<file path="config.mk">
export PLATFORM = sky130hd
export DESIGN_NAME = byte_rx_control
export DESIGN_NICKNAME = d
export VERILOG_FILES = /design/src/rtl/usb_pkg.sv /design/src/rtl/rx_hold_fifo.sv /design/src/rtl/byte_rx_control.sv
export SDC_FILE = /design/constraint.sdc
export NUM_CORES = 1
export LEC_CHECK = 0
export CAP_MARGIN = 0
export CORE_AREA = 2 2 74 111
export DETAILED_ROUTE_END_ITERATION = 12
export DIE_AREA = 0 0 76 113
export GPL_ROUTABILITY_DRIVEN = 0
export PLACE_DENSITY = 0.85
export SKIP_CTS_REPAIR_TIMING = 1
export SLEW_MARGIN = 15
export SYNTH_ARGS = -nofsm -noshare
export SYNTH_HDL_FRONTEND = slang
export SYNTH_SLANG_ARGS = --single-unit
export TNS_END_PERCENT = 50
</file>
<file path="constraint.sdc">
create_clock -name clk -period 1.75 [get_ports clk]
set_input_delay 0.4375 -clock clk [delete_from_list [all_inputs] [get_ports clk]]
set_output_delay 0.4375 -clock clk [all_outputs]
set_load 0.02 [all_outputs]
</file>
<file path="src/rtl/usb_pkg.sv">
// Shared definitions for the USB byte-path controllers.
// Provides default sizing and the one-hot push-FSM state encoding.
// No ports; imported by byte_rx_control and rx_hold_fifo.
package usb_pkg;

  localparam int DEF_DATA_W       = 8;
  localparam int DEF_HOLD_DEPTH   = 4;
  localparam int DEF_IDLE_TIMEOUT = 1000;
  localparam int DEF_CNT_W        = 16;

  // One-hot, same style as the tx-side pop/send controller.
  typedef enum logic [1:0] {
    S_RX_IDLE = 2'b01,
    S_RX_PUSH = 2'b10
  } rx_state_e;

endpackage

</file>
<file path="src/rtl/rx_hold_fifo.sv">
// Holding queue: DEPTH x DATA_W circular buffer, pointers carry an extra wrap bit.
// Latency: write visible on dout/empty the cycle after wr; dout is the current head (show-ahead).
// Backpressure: wr ignored when full unless rd in the same cycle; rd ignored when empty.
// Ports: clk, rst_n, wr/din (tail write), rd (head pop), dout (head), full, empty.
module rx_hold_fifo
  import usb_pkg::*;
#(
  parameter int DATA_W = DEF_DATA_W,
  parameter int DEPTH  = DEF_HOLD_DEPTH
) (
  input  logic              clk,
  input  logic              rst_n,
  input  logic              wr,
  input  logic [DATA_W-1:0] din,
  input  logic              rd,
  output logic [DATA_W-1:0] dout,
  output logic              full,
  output logic              empty
);

  localparam int AW = $clog2(DEPTH);

  logic [AW:0]       wptr;
  logic [AW:0]       rptr;
  logic [DATA_W-1:0] mem [DEPTH];
  logic              wr_en;
  logic              rd_en;

  assign empty = (wptr == rptr);
  assign full  = (wptr[AW] != rptr[AW]) && (wptr[AW-1:0] == rptr[AW-1:0]);
  assign rd_en = rd & ~empty;
  // A pop frees the head slot in the same cycle, so a full queue can still take a write.
  assign wr_en = wr & (~full | rd_en);
  assign dout  = mem[rptr[AW-1:0]];

  always_ff @(posedge clk) begin
    if (wr_en) mem[wptr[AW-1:0]] <= din;
  end

  always_ff @(posedge clk or negedge rst_n) begin
    if (!rst_n) begin
      wptr <= '0;
      rptr <= '0;
    end else begin
      if (wr_en) wptr <= wptr + (AW+1)'(1);
      if (rd_en) rptr <= rptr + (AW+1)'(1);
    end
  end

endmodule

</file>
<file path="src/rtl/byte_rx_control.sv">
// Rx byte-path controller: byte strobes -> holding queue -> rx FIFO push, packet-end and drop accounting.
// Latency: strobe in cycle N with empty queue and FIFO not full -> rx_fifo_push in N+1 (queue bypassed).
// Backpressure: rx_fifo_full stalls pushes; holding queue absorbs HOLD_DEPTH bytes, then overflow-drops.
// Ports: byte_rx_done/data/err from the byte receiver, rx_fifo_full/push/din to the rx FIFO,
//        clr_status, and status outputs rx_pkt_end, rx_overflow, rx_frame_err, rx_drop_cnt.
module byte_rx_control
  import usb_pkg::*;
#(
  parameter int DATA_W       = DEF_DATA_W,
  parameter int HOLD_DEPTH   = DEF_HOLD_DEPTH,
  parameter int IDLE_TIMEOUT = DEF_IDLE_TIMEOUT,
  parameter int CNT_W        = DEF_CNT_W
) (
  input  logic              clk,
  input  logic              rst_n,
  input  logic              byte_rx_done,
  input  logic [DATA_W-1:0] byte_rx_data,
  input  logic              byte_rx_err,
  input  logic              rx_fifo_full,
  input  logic              clr_status,
  output logic              rx_fifo_push,
  output logic [DATA_W-1:0] rx_fifo_din,
  output logic              rx_pkt_end,
  output logic              rx_overflow,
  output logic              rx_frame_err,
  output logic [CNT_W-1:0]  rx_drop_cnt
);

  localparam int              TW      = $clog2(IDLE_TIMEOUT + 1);
  localparam logic [TW-1:0]   T_MAX   = TW'(IDLE_TIMEOUT);
  localparam logic [TW-1:0]   T_LAST  = TW'(IDLE_TIMEOUT - 1);
  localparam logic [CNT_W-1:0] CNT_MAX = '1;

  rx_state_e         state;
  logic [TW-1:0]     gap_timer;
  logic              pkt_pending;

  logic              q_full;
  logic              q_empty;
  logic [DATA_W-1:0] q_head;

  logic              in_vld;
  logic              do_push;
  logic              q_rd;
  logic              bypass;
  logic              q_wr;
  logic              ovf_drop;
  logic              frm_drop;
  logic              drop;
  logic [DATA_W-1:0] push_dat;

  assign in_vld   = byte_rx_done & ~byte_rx_err;
  assign frm_drop = byte_rx_done &  byte_rx_err;
  // Something is pushable if the queue holds a byte or a good byte arrives right now.
  assign do_push  = (~q_empty | in_vld) & ~rx_fifo_full;
  assign q_rd     = do_push & ~q_empty;
  // Empty queue: the arriving byte goes straight to rx_fifo_din, saving a cycle.
  assign bypass   = in_vld & q_empty & do_push;
  assign ovf_drop = in_vld & q_full & ~q_rd;
  assign q_wr     = in_vld & ~bypass & ~ovf_drop;
  assign drop     = ovf_drop | frm_drop;
  assign push_dat = q_empty ? byte_rx_data : q_head;

  rx_hold_fifo #(
    .DATA_W (DATA_W),
    .DEPTH  (HOLD_DEPTH)
  ) u_hold (
    .clk   (clk),
    .rst_n (rst_n),
    .wr    (q_wr),
    .din   (byte_rx_data),
    .rd    (q_rd),
    .dout  (q_head),
    .full  (q_full),
    .empty (q_empty)
  );

  // Push FSM: one push per cycle while data is available and the FIFO has room.
  always_ff @(posedge clk or negedge rst_n) begin
    if (!rst_n) begin
      state        <= S_RX_IDLE;
      rx_fifo_push <= 1'b0;
      rx_fifo_din  <= '0;
    end else begin
      case (state)
        S_RX_IDLE: begin
          rx_fifo_push <= do_push;
          if (do_push) begin
            rx_fifo_din <= push_dat;
            state       <= S_RX_PUSH;
          end
        end
        S_RX_PUSH: begin
          rx_fifo_push <= do_push;
          if (do_push) rx_fifo_din <= push_dat;
          else         state       <= S_RX_IDLE;
        end
        default: begin
          rx_fifo_push <= 1'b0;
          state        <= S_RX_IDLE;
        end
      endcase
    end
  end

  // Gap timer counts cycles elapsed since the last good (accepted or overflowed) strobe:
  // it reads 1 in the cycle after the strobe, so the pulse lands IDLE_TIMEOUT cycles after it.
  always_ff @(posedge clk or negedge rst_n) begin
    if (!rst_n) begin
      gap_timer   <= '0;
      pkt_pending <= 1'b0;
      rx_pkt_end  <= 1'b0;
    end else begin
      rx_pkt_end <= 1'b0;
      if (in_vld) begin
        gap_timer   <= TW'(1);
        pkt_pending <= 1'b1;
      end else begin
        if (gap_timer != T_MAX) gap_timer <= gap_timer + TW'(1);
        if (pkt_pending && gap_timer == T_LAST) begin
          rx_pkt_end  <= 1'b1;
          pkt_pending <= 1'b0;
        end
      end
    end
  end

  // Sticky status; a drop coinciding with clr_status is kept.
  always_ff @(posedge clk or negedge rst_n) begin
    if (!rst_n) begin
      rx_overflow  <= 1'b0;
      rx_frame_err <= 1'b0;
      rx_drop_cnt  <= '0;
    end else if (clr_status) begin
      rx_overflow  <= ovf_drop;
      rx_frame_err <= frm_drop;
      rx_drop_cnt  <= drop ? CNT_W'(1) : '0;
    end else begin
      if (ovf_drop) rx_overflow  <= 1'b1;
      if (frm_drop) rx_frame_err <= 1'b1;
      if (drop && rx_drop_cnt != CNT_MAX) rx_drop_cnt <= rx_drop_cnt + CNT_W'(1);
    end
  end

endmodule

</file>
; ---- Word level (Yosys, flattened, before mapping)
; Memory sizes are Yosys's and may differ from the RTL's.
; Cells that the tools add are included.
[word_totals]
reg_bits = 47
ram_bits = 32
input_bits = 14
out_inout_bits = 28
word_cells = 79
memories = 1
[mem_list]
columns = name, depth, word_bits, rd, rd_clocked_by_memory_dff, wr, line_no
row1 = u_hold.mem, 4, 8, 1, 0, 1, rx_hold_fifo.sv:25  ; logic [DATA_W-1:0] mem [DEPTH];
[classes]
add_sub_neg = 4
n_eq_ne = 10
muxes = 20
n_bitwise = 22
n_reduce_logical = 11
[op_table]
columns = op, n
row1 = $mux W16, 2
row2 = $mux W10, 2
row3 = $add A16 B1 Y16 const B, 1
row4 = $ne A16 B16 Y1 const B, 1
row5 = $and A1 B1 Y1, 12
row6 = $mux W1, 12
row7 = $add A10 B1 Y10 const B, 1
row8 = $eq A10 B10 Y1 const B, 1
row9 = $ne A10 B10 Y1 const B, 1
row10 = $reduce_bool A2 Y1, 5
row11 = $mux W8, 1
row12 = $not A1 Y1, 7
row13 = $add A3 B1 Y3 const B, 2
row14 = $mux W2, 2
row15 = $ne A2 B2 Y1 const B, 2
row16 = $pmux W2 S2, 1
row17 = $reduce_and A2 Y1, 2
row18 = $eq A3 B3 Y1, 1
row19 = $logic_and A1 B1 Y1, 3
row20 = $or A1 B1 Y1, 3
row21 = $eq A2 B1 Y1 const B, 1
row22 = $eq A2 B2 Y1, 1
row23 = $eq A2 B2 Y1 const B, 1
row24 = $reduce_or A2 Y1, 1
row25 = $ne A1 B1 Y1, 1

; ---- Logic depth before layout (Yosys ltp)
[logic_depth]
depth_word = 12
ltp_mapped = 6

; ---- By module
; Synthesis repeated with hierarchy kept, for this count alone.
[unflattened]
hier_cells = 305
area_unflattened_um2 = 3809.9
[by_module_without_submodules]
columns = module, n_inst, cells_per_inst, area_each_um2, seq_area_each_um2
row1 = byte_rx_control, 1, 216, 2195.9, 1027.2
row2 = rx_hold_fifo, 1, 89, 1614.0, 1111.1

; ---- Least setup slack after synthesis
; OpenSTA, ideal clock, no wires.
[synth_path]
path_type = register to register
from = reg rx_drop_cnt[0]
to = reg rx_drop_cnt[13]
arrival_ns = 1.889
required_ns = 1.625
setup_slack_ns = -0.263
stages_incl_launch_ff = 7
synth_period_minus_slack_ns = 2.013
cell_sequence = dfrtp_1 ha_1 and4_1 and4_1 buf_2 nor4_1 mux2_2
[synth_via]
elab_chain_cells = 3
elab_cells_between_ends = 6
classes_between = add/sub (1) / eq/ne (1) / mux (2) / reduce/logical (2)
[synth_rtl]
columns = element, line_no
row1 = "start, declared", byte_rx_control.sv:26  ; output logic [CNT_W-1:0] rx_drop_cnt
row2 = "start signal, assigned", byte_rx_control.sv:137  ; rx_drop_cnt <= drop ? CNT_W'(1) : '0;
row3 = "start signal, assigned", byte_rx_control.sv:141  ; if (drop && rx_drop_cnt != CNT_MAX) rx_drop_cnt <= rx_drop_cnt + CNT_W'(1);
row4 = $add A16 B1 Y16 or $ne A16 B16 Y1 (tied branches), byte_rx_control.sv:141
row5 = $mux W16 or $logic_and A1 B1 Y1 (tied branches), byte_rx_control.sv:141
row6 = $mux W16 or $reduce_bool A2 Y1 (tied branches), n/a
; Parallel ways exist; a longest one is shown, timed or not. The select of a mux whose other input is x is not followed.
; A chain may end at the register's enable or synchronous reset.

; ---- Final worst setup path
[layout_path]
from = reg u_hold.rptr[0]
to = reg rx_drop_cnt[12]
[layout_via]
elab_chain_cells = 10
elab_cells_between_ends = 13
classes_between = eq/ne (2) / bitwise (8) / reduce/logical (3)
[layout_rtl]
columns = element, line_no
row1 = "start, declared", rx_hold_fifo.sv:24  ; logic [AW:0] rptr;
row2 = "start signal, assigned", rx_hold_fifo.sv:46  ; if (rd_en) rptr <= rptr + (AW+1)'(1);
row3 = $eq A3 B3 Y1, rx_hold_fifo.sv:29  ; assign empty = (wptr == rptr);
row4 = $not A1 Y1, "byte_rx_control.sv:55, byte_rx_control.sv:56"
row5 = $or A1 B1 Y1, byte_rx_control.sv:55  ; assign do_push = (~q_empty | in_vld) & ~rx_fifo_full;
row6 = $and A1 B1 Y1, byte_rx_control.sv:55
row7 = $and A1 B1 Y1, byte_rx_control.sv:56  ; assign q_rd = do_push & ~q_empty;
row8 = $not A1 Y1, byte_rx_control.sv:59  ; assign ovf_drop = in_vld & q_full & ~q_rd;
row9 = $and A1 B1 Y1 *, byte_rx_control.sv:59
row10 = $or A1 B1 Y1 *, byte_rx_control.sv:61  ; assign drop = ovf_drop | frm_drop;
row11 = $logic_and A1 B1 Y1 *, byte_rx_control.sv:141
row12 = $reduce_bool A2 Y1 (no line) *, n/a
; Mark *: on every way between the ends. The rest lies on a longest branch, timed or not.

==> results.yml <==
critical_path:
  max_stage_delay_ns: 0.46
  arrival_ns: 2.10
  cp-end-kind: "flop"
  slowest_stage: "dfrtp_2"
  worstPathMaxFanout: 20
  worst-setup-path-type: "reg -> reg"
  required_ns: 1.97
  crit_path_start_kind: "flop"
  crit_chain: "xnor2_4 > a41oi_2 > buf_12 > nor4_2 > mux2_2"
yosys:
  yosysWarnings: 0
  netlist_top_cells_count: "dfrtp_1 (46), edfxtp_1 (32), mux2_2 (26), nor2_1 (17), nand2_1 (13)"
  synth-seq-cells: 79
  synth_area_mm2: 0.00377
  synth_top_area_share_pct: 30.5
  synthesis.nets: 311
  yosysUniqueCellTypes: 44
  yosysMostFrequentCell: "dfrtp_1"
  seq_area_frac_synth_pct: 56.7
  synth_top_area_cell: "dfrtp_1"
  netlist_instances: 287
  synth.avg_cell_area_um2: 13.1
  synth_edf_count: 32
  ys.flop_type: "dfrtp_1"
  synthArstFlopShare_pct: 59.5
  yosys-top-cells-area: "dfrtp_1 (31%), edfxtp_1 (25%), mux2_2 (7.8%), mux4_2 (4.8%), ha_1 (3.3%)"
placement:
  placed_area_mm2: 0.00469
  dp_hpwl_mm: 5.39
  port_buffers: 41
  placed_cells: 460
  pre_cts_slack_ns: -0.515
outcome:
  violations: "setup timing"
  status: "finished with violations"
timing:
  slew_headroom_pct: 70.2
  finalHoldViolCount: 0
  period_share_pct: 108
  rsz0062_at_grt: "true"
  fmax_mhz: 530
  setup_violations: 39
  fin_ws_ns: -0.136
  finClkSkew_ns: 0.00485
  tightest_slew_ns: 0.447
  slew_viol_final: 0
  period_needed_ns: 1.89
global_routing:
  grt_pass1_wl_mm: 13.6
  grt-ovfl-total: 0
  grtUsageTotal_pct: 20.5
  grt_max_degree: 31
  antenna_found_initial: 0
  grt_pass1_vias: 2764
cts:
  clk_pin_slew_worst_paths_ns: 0.06
  cts_tree: "done"
  cts_buffers: 9
  cts_buffer_depth: 2
  clkLatencyLatePin_ns: 0.33
  cts-root-buf: "clkbuf_16"
  cts_max_level: 3
  cts.sinks: 79
power_and_ir_drop:
  power.total_mw: 7.60
  peakVddDrop_mv: 0.908
  p_leak_nw: 2.34
  powerDensity_mw_per_mm2: 1460
routing:
  ant_nets: 0
  drt_iter0_markers: 130
  wire_per_inst_um: 18.6
  via_per_inst: 5.56
  first_pass_iters: 4
  drc_errors: 0
  num_vias: 2657
  drt_wl_total_mm: 8.88
finish:
  finalInstanceArea_mm2: 0.00519
  syn_to_final_growth_pct: 37.5
  utilization_pct: 68.6
  stdcell_count: 478
  antennaDiodeCount: 0
  drive_gt1_share_pct: 34.0
  final_nets: 395
floorplan:
  die_h_um: 113
  core_mm2: 0.00756
  die_w_um: 76
  ios: 42
  rows: 39
  dieArea_mm2: 0.00859
  start_util_pct: 49.9
flow_run:
  drv_cap: 0
hold_path:
  holdCritPathClass: "in -> async"
## power by group
group          switching, mW  total [mW]  leakage (nW)  internal (mW)
Clock                  0.729        2.01         0.152           1.28
Combinational           1.34        3.00          1.30           1.66
Sequential             0.284        2.59         0.887           2.31
Total                   2.35        7.60          2.34           5.24
## worst paths after layout
check                                      startpoint                          end  slack (ns)  cells past startpoint
min reg2reg                  rx_frame_err$_DFFE_PN0P_     rx_frame_err$_DFFE_PN0P_        0.50                      1
max in group asynchronous                       rst_n   rx_drop_cnt[6]$_DFFE_PN0P_        1.18                      2
min in group clk             rx_frame_err$_DFFE_PN0P_     rx_frame_err$_DFFE_PN0P_        0.50                      1
min                                             rst_n  rx_drop_cnt[11]$_DFFE_PN0P_        0.04                      1
max reg2reg                u_hold.rptr[0]$_DFFE_PN0P_  rx_drop_cnt[12]$_DFFE_PN0P_       -0.14                      5
max                        u_hold.rptr[0]$_DFFE_PN0P_  rx_drop_cnt[12]$_DFFE_PN0P_       -0.14                      5
## flip-flops by register name, indices dropped and copies added, names as in the netlist
name and cells:
gap_timer 10, rx_pkt_end 1, rx_drop_cnt 16, rx_fifo_din 8, pkt_pending 1, rx_overflow 1, rx_frame_err 1, rx_fifo_push 1
u_hold.rptr 3, state 2, u_hold.wptr 3, u_hold.mem 32
## layer usage
| layer | global-route usage [%] | up-vias | share of wire, % |
|---|---|---|---|
| met5 | 0 | - | 0 |
| met3 | 3.67 | 17 | 3.8 |
| li1 | - | 1229 | - |
| met2 | 37.3 | 85 | 55 |
| met4 | 7.64 | 0 | 2.3 |
| met1 | 24.1 | 1326 | 39 |
## area by class of cell
cell class / instances / area (µm²)
Sequential cell: 79 / 2150
Tap cell: 102 / 128
Fill cell: 509 / 2380
Timing Repair Buffer: 83 / 878
Inverter: 12 / 45.0
Clock buffer: 10 / 239
Multi-Input combinational cell: 186 / 1670
Clock inverter: 6 / 83.8
## stage by stage
step / hold slack (ns) / setup TNS, ns
after global routing: 0.0810 / -4.48
after CTS: 0.0532 / -6.27
final: 0.0401 / -2.64
after floorplan: 0.142 / -0.941
after detailed placement: 0.408 / -23.76
after global placement: 0.406 / -21.23
## layout by cell type (no fill, tap or decap), drive strengths merged, types with 8 or more instances in the layout
| cell | count |
|---|---|
| buf | 42 |
| a21oi | 8 |
| nand2 | 13 |
| inv | 12 |
| nor2 | 18 |
| mux2 | 26 |
| clkdlybuf4s50 | 19 |
| dfrtp | 46 |
| clkbuf | 11 |
| dlymetal6s2s | 21 |
| ha | 10 |
| nand3 | 10 |
| edfxtp | 32 |
| mux4 | 8 |
| nor4 | 11 |
| nor2b | 10 |
| xnor2 | 10 |
## kinds of logic (layout without fill, tap and decap cells)
group           after synthesis  count (layout)  share of synthesized area (%)
simple gates                 96              97                           14.2
flops                        79              79                           56.7
mux                          35              35                           12.8
compound gates               28              28                           5.01
buf+inv                      23             111                           2.92
xor+xnor                     16              16                           5.07
fa+ha+maj                    10              10                           3.32
## critical path, delay by kind of cell (launching register included)
family,cells,cell delay [ns]
flops,1,0.46
simple gates,1,0.29
buf+inv,1,0.19
mux,1,0.37
compound gates,1,0.18
xor+xnor,1,0.27
(Power assumes the default switching activity.)
